### src/rtl/seg_pkg.sv
`default_nettype none
// ============================================================================
// Module      : seg_pkg
// Description : Shared definitions for the seven-segment display controller:
//               source tags for the `showing` output, controller FSM states,
//               value widths and the BCD clamp helper.
// Revision    : 1.0 - initial release
// ============================================================================
package seg_pkg;

    localparam int BIN_W = 14;
    localparam int BCD_W = 16;

    // Source tags reported on `showing`
    localparam logic [1:0] SRC_SCORE = 2'b00;
    localparam logic [1:0] SRC_TIMER = 2'b01;
    localparam logic [1:0] SRC_ALERT = 2'b10;

    // Largest value that fits in four BCD digits
    localparam logic [BIN_W-1:0] BCD_MAX = 14'd9999;

    typedef enum logic [1:0] {
        ST_LOAD   = 2'd0,
        ST_CONV   = 2'd1,
        ST_COMMIT = 2'd2
    } state_t;

    // Saturate a 14-bit binary value into the displayable range
    function automatic logic [BIN_W-1:0] clamp_bcd(input logic [BIN_W-1:0] v);
        return (v > BCD_MAX) ? BCD_MAX : v;
    endfunction

endpackage
`default_nettype wire

### src/rtl/bin2bcd_seq.sv
`default_nettype none
// ============================================================================
// Module      : bin2bcd_seq
// Description : Sequential double-dabble converter, one shift per clock.
//               A `start` pulse loads `bin`; fourteen adjust-and-shift steps
//               follow. `done` is high during the final step, and the digit
//               outputs hold the finished result from the next cycle until
//               the following `start`.
// Ports       : clk, rst        - clock, synchronous active-high reset
//               start, bin      - load request and 14-bit binary operand
//               done            - high in the last conversion cycle
//               ones..thousands - BCD result nibbles
// Revision    : 1.0 - initial release
// ============================================================================
module bin2bcd_seq
    import seg_pkg::*;
(
    input  logic             clk,
    input  logic             rst,
    input  logic             start,
    input  logic [BIN_W-1:0] bin,
    output logic             done,
    output logic [3:0]       ones,
    output logic [3:0]       tens,
    output logic [3:0]       hundreds,
    output logic [3:0]       thousands
);

    localparam int c_SR_W = BCD_W + BIN_W;

    logic [c_SR_W-1:0] r_shift;
    logic [c_SR_W-1:0] w_adj;
    logic [3:0]        r_cnt;
    logic              r_busy;

    // Add 3 to every BCD nibble that is 5 or more before shifting
    always_comb begin
        w_adj = r_shift;
        for (int i = 0; i < 4; i++) begin
            if (w_adj[BIN_W + 4*i +: 4] >= 4'd5) begin
                w_adj[BIN_W + 4*i +: 4] = w_adj[BIN_W + 4*i +: 4] + 4'd3;
            end
        end
    end

    always_ff @(posedge clk) begin
        if (rst) begin
            r_shift <= '0;
            r_cnt   <= 4'd0;
            r_busy  <= 1'b0;
        end else if (start) begin
            r_shift <= {{BCD_W{1'b0}}, bin};
            r_cnt   <= 4'(BIN_W);
            r_busy  <= 1'b1;
        end else if (r_busy) begin
            r_shift <= {w_adj[c_SR_W-2:0], 1'b0};
            r_cnt   <= r_cnt - 4'd1;
            if (r_cnt == 4'd1) begin
                r_busy <= 1'b0;
            end
        end
    end

    assign done      = r_busy && (r_cnt == 4'd1);
    assign ones      = r_shift[BIN_W +: 4];
    assign tens      = r_shift[BIN_W + 4 +: 4];
    assign hundreds  = r_shift[BIN_W + 8 +: 4];
    assign thousands = r_shift[BIN_W + 12 +: 4];

endmodule
`default_nettype wire

### src/rtl/seg_display_ctrl.sv
`default_nettype none
// ============================================================================
// Module      : seg_display_ctrl
// Description : Shares a 4-digit seven-segment display between score, timer
//               and a handshaked alert, converts the selected value to BCD
//               with a sequential converter and generates the 250 Hz
//               multiplex refresh clock.
// Ports       : clk, rst            - clock, synchronous active-high reset
//               score, timer        - 14-bit binary sources, always valid
//               auto_rotate,src_sel - automatic alternation / manual select
//               alert_req,alert_val - alert request level and value
//               alert_ack           - one-cycle acceptance pulse
//               clk_250Hz           - registered 50% duty refresh clock
//               ones..thousands     - committed BCD digits
//               showing             - source tag of the committed digits
// Revision    : 1.0 - initial release
// ============================================================================
module seg_display_ctrl
    import seg_pkg::*;
#(
    parameter int CLK_HZ    = 100_000_000,
    parameter int ALERT_MS  = 2000,
    parameter int ROTATE_MS = 3000
) (
    input  logic             clk,
    input  logic             rst,
    input  logic [BIN_W-1:0] score,
    input  logic [BIN_W-1:0] timer,
    input  logic             auto_rotate,
    input  logic             src_sel,
    input  logic             alert_req,
    input  logic [BIN_W-1:0] alert_val,
    output logic             alert_ack,
    output logic             clk_250Hz,
    output logic [3:0]       ones,
    output logic [3:0]       tens,
    output logic [3:0]       hundreds,
    output logic [3:0]       thousands,
    output logic [1:0]       showing
);

    localparam int c_REF_DIV = CLK_HZ / 500;
    localparam int c_MS_DIV  = CLK_HZ / 1000;
    localparam int c_REF_W   = (c_REF_DIV > 1) ? $clog2(c_REF_DIV) : 1;
    localparam int c_MS_W    = (c_MS_DIV  > 1) ? $clog2(c_MS_DIV)  : 1;
    localparam int c_ROT_W   = (ROTATE_MS > 1) ? $clog2(ROTATE_MS) : 1;
    localparam int c_HOLD_W  = (ALERT_MS  > 1) ? $clog2(ALERT_MS)  : 1;

    localparam logic [c_REF_W-1:0]  c_REF_LAST  = c_REF_W'(c_REF_DIV - 1);
    localparam logic [c_MS_W-1:0]   c_MS_LAST   = c_MS_W'(c_MS_DIV - 1);
    localparam logic [c_ROT_W-1:0]  c_ROT_LAST  = c_ROT_W'(ROTATE_MS - 1);
    localparam logic [c_HOLD_W-1:0] c_HOLD_LAST = c_HOLD_W'(ALERT_MS - 1);

    state_t              r_state;
    state_t              w_state_next;
    logic                w_start;
    logic                w_commit;
    logic                w_accept;
    logic                w_done;

    logic [c_REF_W-1:0]  r_ref_cnt;
    logic                r_clk_250;
    logic [c_MS_W-1:0]   r_ms_cnt;
    logic                w_ms_tick;
    logic [c_ROT_W-1:0]  r_rot_cnt;
    logic                r_rot_src;
    logic [c_HOLD_W-1:0] r_hold_cnt;
    logic                r_alert_active;
    logic [BIN_W-1:0]    r_alert_val;

    logic [BIN_W-1:0]    w_raw;
    logic [1:0]          w_tag;
    logic [1:0]          r_tag;

    logic [3:0]          w_bcd_ones;
    logic [3:0]          w_bcd_tens;
    logic [3:0]          w_bcd_hundreds;
    logic [3:0]          w_bcd_thousands;
    logic [3:0]          r_ones;
    logic [3:0]          r_tens;
    logic [3:0]          r_hundreds;
    logic [3:0]          r_thousands;
    logic [1:0]          r_showing;

    // ------------------------------------------------------------------
    // Prescalers
    // ------------------------------------------------------------------
    assign w_ms_tick = (r_ms_cnt == c_MS_LAST);

    always_ff @(posedge clk) begin
        if (rst) begin
            r_ref_cnt <= '0;
            r_clk_250 <= 1'b0;
            r_ms_cnt  <= '0;
        end else begin
            if (r_ref_cnt == c_REF_LAST) begin
                r_ref_cnt <= '0;
                r_clk_250 <= ~r_clk_250;
            end else begin
                r_ref_cnt <= r_ref_cnt + 1'b1;
            end
            r_ms_cnt <= w_ms_tick ? '0 : r_ms_cnt + 1'b1;
        end
    end

    // ------------------------------------------------------------------
    // Score/timer rotation; leaving auto mode parks the counter at 0 so a
    // later re-entry starts a full period.
    // ------------------------------------------------------------------
    always_ff @(posedge clk) begin
        if (rst) begin
            r_rot_cnt <= '0;
            r_rot_src <= 1'b0;
        end else if (!auto_rotate) begin
            r_rot_cnt <= '0;
            r_rot_src <= src_sel;
        end else if (w_ms_tick) begin
            if (r_rot_cnt == c_ROT_LAST) begin
                r_rot_cnt <= '0;
                r_rot_src <= ~r_rot_src;
            end else begin
                r_rot_cnt <= r_rot_cnt + 1'b1;
            end
        end
    end

    // ------------------------------------------------------------------
    // Alert hold. Acceptance only looks at the current active flag, so an
    // expiry and a waiting request in the same cycle resolve as expiry
    // first, acceptance at the next LOAD.
    // ------------------------------------------------------------------
    assign w_accept  = (r_state == ST_LOAD) && alert_req && !r_alert_active && !rst;
    assign alert_ack = w_accept;

    always_ff @(posedge clk) begin
        if (rst) begin
            r_alert_active <= 1'b0;
            r_hold_cnt     <= '0;
            r_alert_val    <= '0;
        end else if (w_accept) begin
            r_alert_active <= 1'b1;
            r_hold_cnt     <= '0;
            r_alert_val    <= alert_val;
        end else if (r_alert_active && w_ms_tick) begin
            if (r_hold_cnt == c_HOLD_LAST) begin
                r_alert_active <= 1'b0;
                r_hold_cnt     <= '0;
            end else begin
                r_hold_cnt <= r_hold_cnt + 1'b1;
            end
        end
    end

    // ------------------------------------------------------------------
    // Source arbitration: new alert, held alert, then rotation source
    // ------------------------------------------------------------------
    always_comb begin
        w_raw = r_rot_src ? timer : score;
        w_tag = r_rot_src ? SRC_TIMER : SRC_SCORE;
        if (w_accept) begin
            w_raw = alert_val;
            w_tag = SRC_ALERT;
        end else if (r_alert_active) begin
            w_raw = r_alert_val;
            w_tag = SRC_ALERT;
        end
    end

    // ------------------------------------------------------------------
    // Controller FSM
    // ------------------------------------------------------------------
    always_ff @(posedge clk) begin
        if (rst) begin
            r_state <= ST_LOAD;
        end else begin
            r_state <= w_state_next;
        end
    end

    always_comb begin
        w_state_next = r_state;
        w_start      = 1'b0;
        w_commit     = 1'b0;
        case (r_state)
            ST_LOAD: begin
                w_start      = 1'b1;
                w_state_next = ST_CONV;
            end
            ST_CONV: begin
                if (w_done) begin
                    w_state_next = ST_COMMIT;
                end
            end
            ST_COMMIT: begin
                w_commit     = 1'b1;
                w_state_next = ST_LOAD;
            end
            default: begin
                w_state_next = ST_LOAD;
            end
        endcase
    end

    bin2bcd_seq u_bin2bcd (
        .clk       (clk),
        .rst       (rst),
        .start     (w_start),
        .bin       (clamp_bcd(w_raw)),
        .done      (w_done),
        .ones      (w_bcd_ones),
        .tens      (w_bcd_tens),
        .hundreds  (w_bcd_hundreds),
        .thousands (w_bcd_thousands)
    );

    // Digits and tag move together only in COMMIT, so the display never
    // sees an intermediate shift-register value.
    always_ff @(posedge clk) begin
        if (rst) begin
            r_tag       <= SRC_SCORE;
            r_ones      <= 4'd0;
            r_tens      <= 4'd0;
            r_hundreds  <= 4'd0;
            r_thousands <= 4'd0;
            r_showing   <= SRC_SCORE;
        end else begin
            if (w_start) begin
                r_tag <= w_tag;
            end
            if (w_commit) begin
                r_ones      <= w_bcd_ones;
                r_tens      <= w_bcd_tens;
                r_hundreds  <= w_bcd_hundreds;
                r_thousands <= w_bcd_thousands;
                r_showing   <= r_tag;
            end
        end
    end

    assign clk_250Hz = r_clk_250;
    assign ones      = r_ones;
    assign tens      = r_tens;
    assign hundreds  = r_hundreds;
    assign thousands = r_thousands;
    assign showing   = r_showing;

endmodule
`default_nettype wire

### config.mk
export PLATFORM = sky130hd
export DESIGN_NAME = seg_display_ctrl
export DESIGN_NICKNAME = d
export VERILOG_FILES = /design/src/rtl/seg_pkg.sv /design/src/rtl/bin2bcd_seq.sv /design/src/rtl/seg_display_ctrl.sv
export SDC_FILE = /design/constraint.sdc
export NUM_CORES = 1
export LEC_CHECK = 0
export ABC_AREA = 0
export CAP_MARGIN = 20
export CORE_MARGIN = 8
export CORE_UTILIZATION = 50
export DETAILED_ROUTE_END_ITERATION = 10
export GPL_TIMING_DRIVEN = 1
export PLACE_DENSITY_LB_ADDON = 0.08
export SYNTH_ARGS = -nofsm -noshare
export SYNTH_HDL_FRONTEND = slang
export SYNTH_SLANG_ARGS = --single-unit
### constraint.sdc
create_clock -name clk -period 2.7 [get_ports clk]
set_input_delay 0.54 -clock clk [delete_from_list [all_inputs] [get_ports clk]]
set_output_delay 0.54 -clock clk [all_outputs]
set_load 0.02 [all_outputs]
==> results.toml <==
[drt]
drt-pass1-iter-count = 4
vias = 5387
drt_first_iter_violations = 265
route.detailed.drc = 0
wire_per_inst_um = 15.13
vias_per_cell = 5.491
route.antenna.remaining_nets = 0
drt_wl_total_mm = 14.84

[synthesis]
yosys_warnings = 0
yosys.area_share.adder = 0.02747
ys.flop_type = "dfxtp_1"
synthXorXnorAreaFrac = 0.08516
synth_edf_count = 0
syn_area_mm2 = 0.006376
yosysSeqAreaShare = 0.4144
synth-simple-area-share = 0.2237
muxShareOfSynthArea = 0.07810
syn_inst = 736
synthDistinctLibCells = 59
synth.ff_latch_count = 132
synthArstFlopShare = 0
syn_avg_cell_area_um2 = 8.663
synth_top_family_by_area = "simple AND/OR/NAND/NOR gates"
synth_compound_area_frac = 0.1274
syn_nets = 797

[grt]
grt_max_degree = 38
grt_usage = 0.1875
antenna_found_initial = 0
grt_overflow = 0
first_global_vias = 5311
grt_pass1_wl_mm = 25.07

[clock_tree]
clockBufferDepth = 2
path_clk_slew_ns = 0.06
clock-sinks = 132
clk_latency_ns = 0.42
htreeDepth = 4
holdBufCountCts = 0
cts_tree = "yes"
cts_buffers = 17
ctsRootBufferMaster = "clkbuf_16"

[floorplanning]
die_y_um = 128.9
ios = 67
dieArea_mm2 = 0.01662
start_util = 0.5094
rows = 41
die_w_um = 128.9
core_mm2 = 0.01252

[min_path]
hold_class = "flip-flop to flip-flop"
hold_path.startpoint = "r_alert_val[13]"

[timing]
hold_violations = 0
tightest_slew_ns = 1.048
period_needed_ns = 2.352
setup_slack_ns = 0.3477
period_share = 0.8712
fmax_mhz = 425.1
setup_viol = 0
slew_headroom = 0.2978
finalMaxSlewViolations = 0
setup-tns-final_ns = 0
rsz0062_at_grt = "no"
finalClockSkew_ns = 0.01098

[critical_path]
slowest_stage = "a31oi_1"
cp_data_required_time_ns = 3.02
crit_family = "compound AO/OA/AOI/OAI gates"
crit_type = "input port to flip-flop"
cp-end-kind = "flip-flop"
r2r_start = "r_ms_cnt[0]"
crit_arrival_ns = 2.67
crit_fanout = 11
critPathLaunch = "alert_req"
slowest_delay_ns = 0.73
critical_path_buf_inv_count = 2
startpoint_type = "input port"
path_cells = "clkdlybuf4s50_1 -> nor4b_4 -> nand2_2 -> buf_4 -> a31oi_1 -> nor3_1 -> a21o_2"

[power]
p_total_w = 0.005048
power.density_mw_per_mm2 = 643.2
peakVddDrop_mv = 0.3879
leakage_nw = 2.891

[finish]
fin_util = 0.6270
area_growth_pct = 23.10
fill_cells = 1106
nets = 857
drive_above_1_share = 0.09518
diodes = 0
fin_cells = 981

[placed_design]
dp.cells = 949
place_ws_ns = -0.02201
gp_congestion = 0.8817
portBuffers = 66
dp_hpwl_mm = 10.46

[outcome]
status = "finished, final reports clean"

[job]
maxCapViolations = 0
[where the power goes]
part           internal (W)  switching, W
Combinational      0.000201      0.000208
Clock               0.00176      0.000831
Sequential          0.00200     0.0000467
Total               0.00396       0.00109
[final cells by class]
cell class,count,area (um2),area share
Multi-Input combinational cell,542,3455,0.4401
Tap cell,172,215.2,0.02742
Clock inverter,8,168.9,0.02152
Sequential cell,132,2644,0.3368
Timing Repair Buffer,84,793.3,0.1011
Clock buffer,24,501.7,0.06392
Inverter,19,71.32,0.009087
[cell usage after synthesis (2+ instances only)]
cell,instances,share of area
inv_1,17,0.010
nor4b_1,3,0.0041
and3_1,13,0.013
nand2b_1,12,0.012
and4_1,3,0.0041
mux2i_1,34,0.053
nor3b_1,2,0.0024
a21o_1,12,0.014
o211ai_1,3,0.0035
buf_1,6,0.0035
or2_1,2,0.0020
mux2_2,14,0.025
xor2_1,17,0.023
dfxtp_1,132,0.41
or3_1,2,0.0020
clkbuf_1,15,0.0088
a21oi_1,50,0.039
o22ai_1,2,0.0020
ha_1,14,0.027
nor2_1,82,0.048
nor2b_1,2,0.0020
nor3_1,16,0.013
o32ai_1,10,0.014
nor4_1,18,0.018
o21ai_0,25,0.020
a22o_1,10,0.014
buf_2,19,0.015
buf_6,3,0.0053
nand4_1,13,0.013
xnor2_1,45,0.062
nand2_1,80,0.047
nand3_1,31,0.024
or4_1,3,0.0035
[worst min-delay path, delay by kind of cell (launching register included)]
family / cells / cell delay (ns)
and+or+nand+nor: 2 / 0.09
DFF: 1 / 0.31
[path summary, 6_finish.rpt]
check / end / slack, ns / cells after the start
max reg2reg: r_ms_cnt[13] / 0.39 / 7
max: u_bin2bcd.r_shift[4] / 0.35 / 7
min reg2reg: r_alert_val[13] / 0.44 / 2
min: r_alert_val[13] / 0.44 / 2
[logic make-up (layout without fill, tap and decap cells)]
family                     Yosys count  count (layout)
AOI/OAI and AO/OA                  126             126
xor gates and xnor gates            62              62
adders and majority gates           14              14
buffers and inverters               62             135
DFF                                132             132
muxes                               48              48
and+or+nand+nor                    292             292
[flip-flops by register name, summed over array words and instances, names as in the netlist, 4 cells and up]
| name | count |
|---|---|
| hundreds | 4 |
| tens | 4 |
| u_bin2bcd.r_cnt | 4 |
| r_ref_cnt | 18 |
| r_rot_cnt | 12 |
| u_bin2bcd.r_shift | 30 |
| thousands | 4 |
| r_hold_cnt | 11 |
| r_ms_cnt | 17 |
| r_alert_val | 14 |
| ones | 4 |
[stage by stage]
| stage | instance area [um2] | hold slack (ns) |
|---|---|---|
| 3_5_place_dp | 7176 | 0.4361 |
| 5_1_grt | 7849 | 0.4696 |
| 2_1_floorplan | 6376 | 0.4163 |
| 3_3_place_gp | 7176 | 0.4292 |
| 4_1_cts | 7846 | 0.4445 |
| 6_report | 7849 | 0.4442 |
[routing by layer]
metal	track usage	wire length (um)
met4	0.07740	106
met2	0.3082	7086
met1	0.2270	6850
met3	0.05089	799
met5	0	0
[cell usage in the layout (no fill, tap or decap), types with 2 or more instances in the layout]
master / Yosys / layout
mux2_2: 14 / 14
nand3_1: 31 / 31
and3_1: 13 / 13
a21oi_1: 50 / 50
a22o_1: 10 / 10
nor3b_1: 2 / 2
nand4_1: 13 / 13
nor3_1: 16 / 16
clkinv_2: 0 / 2
dfxtp_1: 132 / 131
xor2_1: 17 / 17
o32ai_1: 10 / 10
nand2_1: 80 / 80
o211ai_1: 3 / 3
o21ai_0: 25 / 25
mux2i_1: 34 / 34
nor4b_1: 3 / 3
buf_4: 0 / 18
clkbuf_8: 0 / 5
nor4_1: 18 / 18
nor2_1: 82 / 82
xnor2_1: 45 / 45
bufinv_16: 0 / 5
clkbuf_16: 0 / 17
or3_1: 2 / 2
and4_1: 3 / 3
ha_1: 14 / 14
o22ai_1: 2 / 2
or2_1: 2 / 2
inv_1: 17 / 17
nor2b_1: 2 / 2
or4_1: 3 / 3
a21o_1: 12 / 12
nand2b_1: 12 / 12
clkdlybuf4s50_1: 0 / 64
clkbuf_1: 15 / 2
[what timing repair did]
action | 4_1_cts | 5_1_grt
buffers inserted | 0 | 0
resized for setup | 0 | 1
setup endpoints to repair | 0 | 1
(Power assumes the default switching activity.)
